$ cat config.mk
export PLATFORM = sky130hd
export DESIGN_NAME = event_pending8
export DESIGN_NICKNAME = d
export VERILOG_FILES = /design/src/rtl/event_pending8.sv
export SDC_FILE = /design/constraint.sdc
export NUM_CORES = 1
export LEC_CHECK = 0
export ABC_AREA = 1
export BUFFER_PORTS_ARGS = -buffer_cell sky130_fd_sc_hd__buf_2
export CORE_MARGIN = 4
export CORE_UTILIZATION = 46
export CTS_CLUSTER_DIAMETER = 50
export DETAILED_ROUTE_END_ITERATION = 10
export PLACE_DENSITY = 0.84
export SYNTH_ARGS = -nofsm -noshare
export SYNTH_HDL_FRONTEND = slang
export SYNTH_SLANG_ARGS = --single-unit
$ cat constraint.sdc
create_clock -name clk -period 1.7 [get_ports clk]
set_input_delay 0.17 -clock clk [delete_from_list [all_inputs] [get_ports clk]]
set_output_delay 0.17 -clock clk [all_outputs]
set_load 0.05 [all_outputs]
$ cat src/rtl/event_pending8.sv
// Sticky 8-bit event-pending register with mask, lowest-index-first pending index and ack.
// Optional 2-flop input synchroniser enabled by defining PENDING_SYNC_EN.
module event_pending8 #(
  parameter bit         EDGE       = 1'b1,
  parameter logic [7:0] RESET_MASK = 8'hFF
) (
  input  logic       clk,
  input  logic       rst_n,
  input  logic [7:0] ev,
  input  logic       mask_we,
  input  logic [7:0] mask_in,
  input  logic [7:0] clr,
  input  logic       ack,
  output logic [7:0] pending,
  output logic [7:0] out,
  output logic [2:0] idx,
  output logic       valid
);

  logic [7:0] r_pending;
  logic [7:0] r_mask;
  logic [7:0] r_ev_prev;
  logic [7:0] w_ev_s;
  logic [7:0] w_set;
  logic [7:0] w_ack_clr;
  logic [7:0] w_clr;
  logic [7:0] w_out;
  logic [2:0] w_idx;
  logic       w_valid;

`ifdef PENDING_SYNC_EN
  logic [7:0] r_sync1;
  logic [7:0] r_sync2;

  always_ff @(posedge clk or negedge rst_n) begin
    if (!rst_n) begin
      r_sync1 <= 8'h00;
      r_sync2 <= 8'h00;
    end else begin
      r_sync1 <= ev;
      r_sync2 <= r_sync1;
    end
  end

  assign w_ev_s = r_sync2;
`else
  assign w_ev_s = ev;
`endif

  // ev_prev resets to 0, so an input already high at reset release reads as an edge.
  always_comb begin
    w_set = 8'h00;
    if (EDGE) w_set = w_ev_s & ~r_ev_prev;
    else      w_set = w_ev_s;
  end

  assign w_out = r_pending & r_mask;

  always_comb begin
    w_idx = 3'd0;
    for (int i = 7; i >= 0; i--) begin
      if (w_out[i]) w_idx = 3'(i);
    end
  end

  assign w_valid = |w_out;

  // Handshake: idx is meaningful only while valid=1; ack consumes that bit at the
  // same edge and is ignored while valid=0. No back-pressure on the event side.
  always_comb begin
    w_ack_clr = 8'h00;
    if (ack && w_valid) w_ack_clr[w_idx] = 1'b1;
  end

  assign w_clr = clr | w_ack_clr;

  always_ff @(posedge clk or negedge rst_n) begin
    if (!rst_n) begin
      r_pending <= 8'h00;
      r_ev_prev <= 8'h00;
      r_mask    <= RESET_MASK;
    end else begin
      // Set wins over clear so a coincident new event is never lost.
      r_pending <= w_set | (r_pending & ~w_clr);
      r_ev_prev <= w_ev_s;
      if (mask_we) r_mask <= mask_in;
    end
  end

  assign pending = r_pending;
  assign out     = w_out;
  assign idx     = w_idx;
  assign valid   = w_valid;

endmodule

==> results of run 1 <==
worst max path at each step:
| stage | from | endpoint | slack, ns | cells after the start |
|---|---|---|---|---|
| 5_1_grt | r_mask[7]$_DFFE_PN1P_ | idx[0] | -0.12 | 11 |
| 4_1_cts | r_mask[7]$_DFFE_PN1P_ | idx[0] | -0.04 | 11 |
| 6_report | r_mask[7]$_DFFE_PN1P_ | idx[0] | -0.02 | 11 |
| 2_1_floorplan | pending[7]$_DFF_PN0_ | idx[0] | -0.05 | 10 |
| 3_5_place_dp | r_mask[7]$_DFFE_PN1P_ | idx[0] | 0.17 | 11 |
| 3_3_place_gp | r_mask[7]$_DFFE_PN1P_ | idx[0] | 0.22 | 11 |
layer usage:
layer	GRT usage [%]	routed length, um
met3	2.227	175
met1	19.89	1070
met5	0	0
met2	30.65	1359
met4	12.58	81
through the flow:
step,std cells,hold WS [ns],utilization (%),total power [uW],setup TNS [ns]
after floorplan,133,-0.1256,-,1058,-0.04902
final,225,0.08420,70.37,1520,-0.02415
after CTS,223,0.07403,69.23,1513,-0.03638
after global routing,225,0.06727,70.37,1607,-0.1927
after detailed placement,207,0.1779,62.25,1196,0
after global placement,207,0.1625,62.25,1177,0
cells by family (layout without fill, tap and decap cells):
| group | Yosys count | count (layout) | synth area share [%] |
|---|---|---|---|
| AND/OR/NAND/NOR | 71 | 71 | 28.74 |
| buffers and inverters | 29 | 93 | 9.762 |
| flip-flops | 24 | 24 | 52.93 |
| multiplexers | 8 | 8 | 7.809 |
| AO/OA/AOI/OAI | 1 | 1 | 0.7594 |
synthesized netlist by cell type, drive strengths merged:
master  count
buf         1
a21oi       1
mux2        8
inv        28
dfstp       8
nand3       6
nor2       14
dfrtp      16
nand2      51
final cells by class:
| cell class | instances | area, um2 | area share [%] |
|---|---|---|---|
| tap | 28 | 35.03 | 2.167 |
| inverter | 28 | 107.6 | 6.656 |
| clock buffer | 4 | 26.28 | 1.625 |
| timing repair buffer | 61 | 387.9 | 23.99 |
| sequential | 24 | 611.8 | 37.85 |
| multi-input combinational | 80 | 447.9 | 27.71 |
state kept, by name (all words and copies together) (netlist names):
register / count
pending: 8
r_ev_prev: 8
r_mask: 8
power breakdown:
group	switching, uW	total [uW]	internal (uW)
registers	32.4	666	633
logic	397	603	206
clock network	159	251	91.4
worst max-delay path: stages, from the launching register on:
cell and delay [ns]:
dfstp_2 0.56, nand2_2 0.06, inv_2 0.05, nand2_1 0.04
nand2_1 0.05, nand2_1 0.05, nand2_1 0.06, nand2_2 0.07
nand2_4 0.07, nand2_4 0.05, inv_2 0.06, buf_8 0.14
what timing repair did:
item / in CTS / in global routing
pin swaps: 2 / 1
setup endpoints to repair: 2 / 4
resized for setup: 8 / 6
hold buffers: 9 / 0
setup buffers: 3 / 2
endpoints found under the hold margin: 24 / 0
==> flow_metrics.tcl, run 1 <==
set metrics [dict create \
    status "finished with violations" \
    failed_checks "setup timing" \
    synth.top_cell.area_share_pct 34.71 \
    core_mm2 0.002297 \
    antenna_left 0 \
    hold_violations 0 \
    gp_congestion 0.7745 \
    drv_slew 0 \
    r2r_slack_ns 0.16 \
    layout.cells.most_common "buf_2" \
    skew_ns 0.004767 \
    synth_seq_cells 24 \
    grt-ovfl-total 0 \
    cap_violations 0 \
    cts_buffers 3 \
    drive_gt1_share_pct 46.70 \
    place_ws_ns 0.1708 \
    die-height_um 58.08 \
    num_antenna_cells 0 \
    yosys_warnings 0 \
    antenna_found_initial 0 \
    start_util_pct 50.22 \
    syn_area_mm2 0.001154 \
    syn_inst 133 \
    fillers 166 \
    r2r-start "r_mask[4]$_DFFE_PN1P_" \
    final_cell_mix "buf_2 (43), nand2_1 (38), inv_1 (24)" \
    clk_path_buf_depth 2 \
    drtIter0Drc 38 \
    crit_type "flop to primary output" \
    yosysTopAreaCell "dfrtp_1" \
    fin_crit_sh_pct 101.4 \
    grt_pass1_wl_um 4471 \
    hp-class "input pin to flop" \
    endpoint_kind "primary output" \
    power.density_mw_per_mm2 940.0 \
    period_needed_ns 1.724 \
    worstHoldStart "clr[7]" \
    drc 0 \
    clock.fmax_mhz 580.0 \
    layout_setup_ws_ns -0.02415 \
    ff2ff_path_depth 10 \
    crit_fanout 2 \
    cp-start-kind "flop" \
    dr_total_vias 1031 \
    firstDrtPassIters 4 \
    final_nets 226 \
    cts_tree "built" \
    first_global_vias 1034 \
    track_usage_pct 17.69 \
    p_leak_uw 0.0009429 \
    r2r-end "pending[1]$_DFF_PN0_" \
    cts.htree.levels 1 \
    rsz0062_at_grt "yes" \
    min_path_cells 4 \
    wl_um 2686 \
    syn-num-nets 161 \
    cts.sinks 24 \
    area_delta_synth_final_pct 40.13 \
    dp_hpwl_um 2107 \
    port_buffers 47 \
    die_area_mm2 0.003373 \
    design_area_mm2 0.001617 \
    worstMarginPinSlew_ns 0.5176 \
    seq_area_frac_synth_pct 52.93 \
    wl_per_cell_um 11.94 \
    grt_max_degree 25 \
    die_w_um 58.08 \
    avgSynthCellArea_um2 8.674 \
    hold_path_end "pending[7]$_DFF_PN0_" \
    clk_latency_ns 0.30 \
    relSlewSlack_pct 65.49 \
    required_ns 1.53 \
    ir_drop_v 0.0007005 \
    ys_top_cells_by_area "dfrtp_1 (35%), dfstp_2 (18%), nand2_1 (13%)" \
    cts_root_buf "clkbuf_4" \
    cp.arrival_ns 1.55 \
    viasPerCell 4.582 \
    setup_violations 1 \
    clk_pin_slew_ns 0.13 \
    rows 17 \
    ys_types 14 \
    io_pins 48 \
    placed_cell_area_mm2 0.001430 \
]
Power figures use the tool's default switching activity.
==> run 2, diff against run 1 <==
--- a/config.mk
+++ b/config.mk
@@ -5,13 +5,12 @@
 export SDC_FILE = /design/constraint.sdc
 export NUM_CORES = 1
 export LEC_CHECK = 0
-export ABC_AREA = 1
 export BUFFER_PORTS_ARGS = -buffer_cell sky130_fd_sc_hd__buf_2
 export CORE_MARGIN = 4
 export CORE_UTILIZATION = 46
 export CTS_CLUSTER_DIAMETER = 50
 export DETAILED_ROUTE_END_ITERATION = 10
-export PLACE_DENSITY = 0.84
+export PLACE_DENSITY = 0.85
 export SYNTH_ARGS = -nofsm -noshare
 export SYNTH_HDL_FRONTEND = slang
 export SYNTH_SLANG_ARGS = --single-unit
==> run 2 against run 1 <==
  * The run still ends with setup timing left
  * Largest cell class unchanged
  * Sequential share of layout area is 0.57 points higher
  * Cell area is 0.46% lower
  * Worst setup slack worse by 0.054 ns
  * Wire length is 5.5% higher
  * Combinational power is 24% higher
  * Hold slack hardly changed
  * Clock skew is 0.0029 ns lower
  * Fmax is 3.1% lower
  * Final cell count is 15% lower
  * Synthesized cell count is 26% lower
  * Global-route usage is 0.28 points higher
==> flow_metrics.tcl, run 2 <==
set metrics [dict create \
    status "finished with violations" \
    failed_checks "setup timing" \
    io_pins 48 \
    drive_gt1_share_pct 57.67 \
    grt_pass1_wl_um 4609 \
    track_usage_pct 17.97 \
    p_leak_uw 0.0008216 \
    place_ws_ns 0.1925 \
    final_cell_mix "buf_2 (43), inv_1 (12), dfrtp_1 (10)" \
    cap_violations 0 \
    avgSynthCellArea_um2 11.25 \
    dr_total_vias 981 \
    clkPwrFrac_pct 16.8 \
    crit_fanout 3 \
    rows 17 \
    antenna_found_initial 0 \
    cts.sinks 24 \
    final_nets 192 \
    drv_slew 0 \
    crit_type "flop to primary output" \
    ys_types 25 \
    die_area_mm2 0.003272 \
    yosysTopAreaCell "dfrtp_1" \
    synthTopCellsByCount "dfrtp_1 (16), inv_1 (13), dfstp_2 (8), mux2_2 (8), nand2_1 (8)" \
    r2r_slack_ns 0.22 \
    seq_area_frac_synth_pct 54.83 \
    clk_pin_slew_ns 0.13 \
    cpMaxStageDelayCell "dfstp_2" \
    r2r-start "pending[4]$_DFF_PN0_" \
    wl_per_cell_um 14.84 \
    relSlewSlack_pct 64.20 \
    endpoint_kind "primary output" \
    hp-class "input pin to flop" \
    dp_cells 173 \
    die_w_um 57.20 \
    cts_tree "built" \
    yosys_warnings 0 \
    rsz0062_at_grt "yes" \
    skew_ns 0.001829 \
    firstDrtPassIters 4 \
    grt-ovfl-total 0 \
    grt_max_degree 25 \
    antenna_left 0 \
    multi_input_area_um2 479.2 \
    ir_drop_v 0.0006930 \
    synthMostInstantiatedCell "dfrtp_1" \
    period_needed_ns 1.779 \
    hold_violations 0 \
    cts.htree.levels 1 \
    tns_ns -0.1070 \
    core_mm2 0.002255 \
    synth_seq_cells 24 \
    crit_start "r_mask[4]$_DFFE_PN1P_" \
    setup_violations 2 \
    syn_area_mm2 0.001114 \
    wl_um 2834 \
    fillers 183 \
    swShare_pct 39.79 \
    num_antenna_cells 0 \
    area.sequential_um2 618.1 \
    dp_hpwl_um 2014 \
    drtIter0Drc 50 \
    worstHoldStart "mask_in[2]" \
    switching_power_uw 696.2 \
    port_buffers 47 \
    cp-start-kind "flop" \
    power_frac_seq_pct 40.6 \
    clk_path_buf_depth 2 \
    comb_power_share_pct 42.6 \
    ys_top_cells_by_area "dfrtp_1 (36%), dfstp_2 (19%), mux2_2 (8.1%)" \
    finalNonFillerCells 191 \
    cts_root_buf "clkbuf_4" \
    synth.top_cell.area_share_pct 35.96 \
    fin_util_pct 71.37 \
    path_cells "and2_4 > nand3b_1 > o211a_4 > clkinvlp_4 > buf_8" \
    required_ns 1.53 \
    clock.fmax_mhz 562.2 \
    worstMarginPinSlew_ns 0.5370 \
    cts_buffers 3 \
    synth-edff-count 0 \
    first_global_vias 1047 \
    synthArstFlopShare_pct 100.0 \
    area_delta_synth_final_pct 44.49 \
    power.density_mw_per_mm2 1087 \
    layout_setup_ws_ns -0.07865 \
    synth-main-ff-cell "dfrtp_1" \
    viasPerCell 5.136 \
    gp_congestion 0.9036 \
    layout.cells.most_common "buf_2" \
    cpLargestDelayFamily "flip-flops" \
    die-height_um 57.20 \
    cp.arrival_ns 1.61 \
    cpPeakStageDelay_ns 0.57 \
    start_util_pct 49.39 \
    critPathBufInv 2 \
    syn-num-nets 127 \
    clk_latency_ns 0.31 \
    syn_inst 99 \
    p_int_uw 1053 \
    hold_ws_ns 0.08467 \
    fin_crit_sh_pct 104.6 \
    drc 0 \
]
-- run 2: kinds of logic after synthesis --
logic type             count (synthesis)  synth area share, %
DFF                                   24                54.83
and+or+nand+nor                       32                16.29
muxes                                  8                8.090
AOI/OAI and AO/OA                     21                16.07
buffers and inverters                 14                4.719
-- run 2: worst register-to-register path, stage by stage (launching register included) --
cell and delay [ns]:
dfrtp_2 0.45, and2_4 0.17, nand3b_1 0.19, o211a_4 0.27, buf_4 0.15, a21bo_1 0.16
-- run 2: path summary, 6_finish.rpt --
path                                          endpoint  cells past startpoint
worst max register to register    pending[3]$_DFF_PN0_                      5
worst min register to register    pending[0]$_DFF_PN0_                      1
worst min-delay path             r_mask[2]$_DFFE_PN1P_                      2
max in group asynchronous         pending[5]$_DFF_PN0_                      2
worst max-delay path                            idx[0]                      5
min in group asynchronous       r_ev_prev[3]$_DFF_PN0_                      2
-- run 2: routing by layer --
| layer | vias to the layer above | GRT usage, % | wire length [um] |
|---|---|---|---|
| li1 | 467 | - | - |
| met1 | 473 | 21.44 | 1182 |
| met2 | 37 | 32.14 | 1450 |
| met3 | 4 | 2.715 | 153 |
| met4 | 0 | 7.285 | 46 |
| met5 | - | 0 | 0 |
-- run 2: power by group through the flow --
stage	Combinational, uW	Clock, uW	Sequential [uW]
finish	745	295	710
global placement	626	0	714
global route	788	333	717
CTS	715	306	705
floorplan	380	0	810
detailed placement	635	0	719
-- run 2: final cells by class --
cell class	instances	area share (%)
repair buffers	61	24.11
inverters	13	3.266
well taps	28	2.177
flip-flops and latches	24	38.41
clock buffers	4	2.255
multi-input cells	61	29.78
-- run 2: per-stage QoR --
step	area [um2]	power, uW
6_report	1609	1750
5_1_grt	1609	1837
4_1_cts	1584	1725
3_5_place_dp	1405	1354
3_3_place_gp	1405	1340
2_1_floorplan	1139	1190
-- run 2: repair_timing --
item,CTS,global route
setup endpoints to repair,3,4
hold endpoints to repair,24,0
hold buffers,9,0
pin swaps,1,2
gates resized for setup,9,3
cloned,0,0
setup buffers,3,2
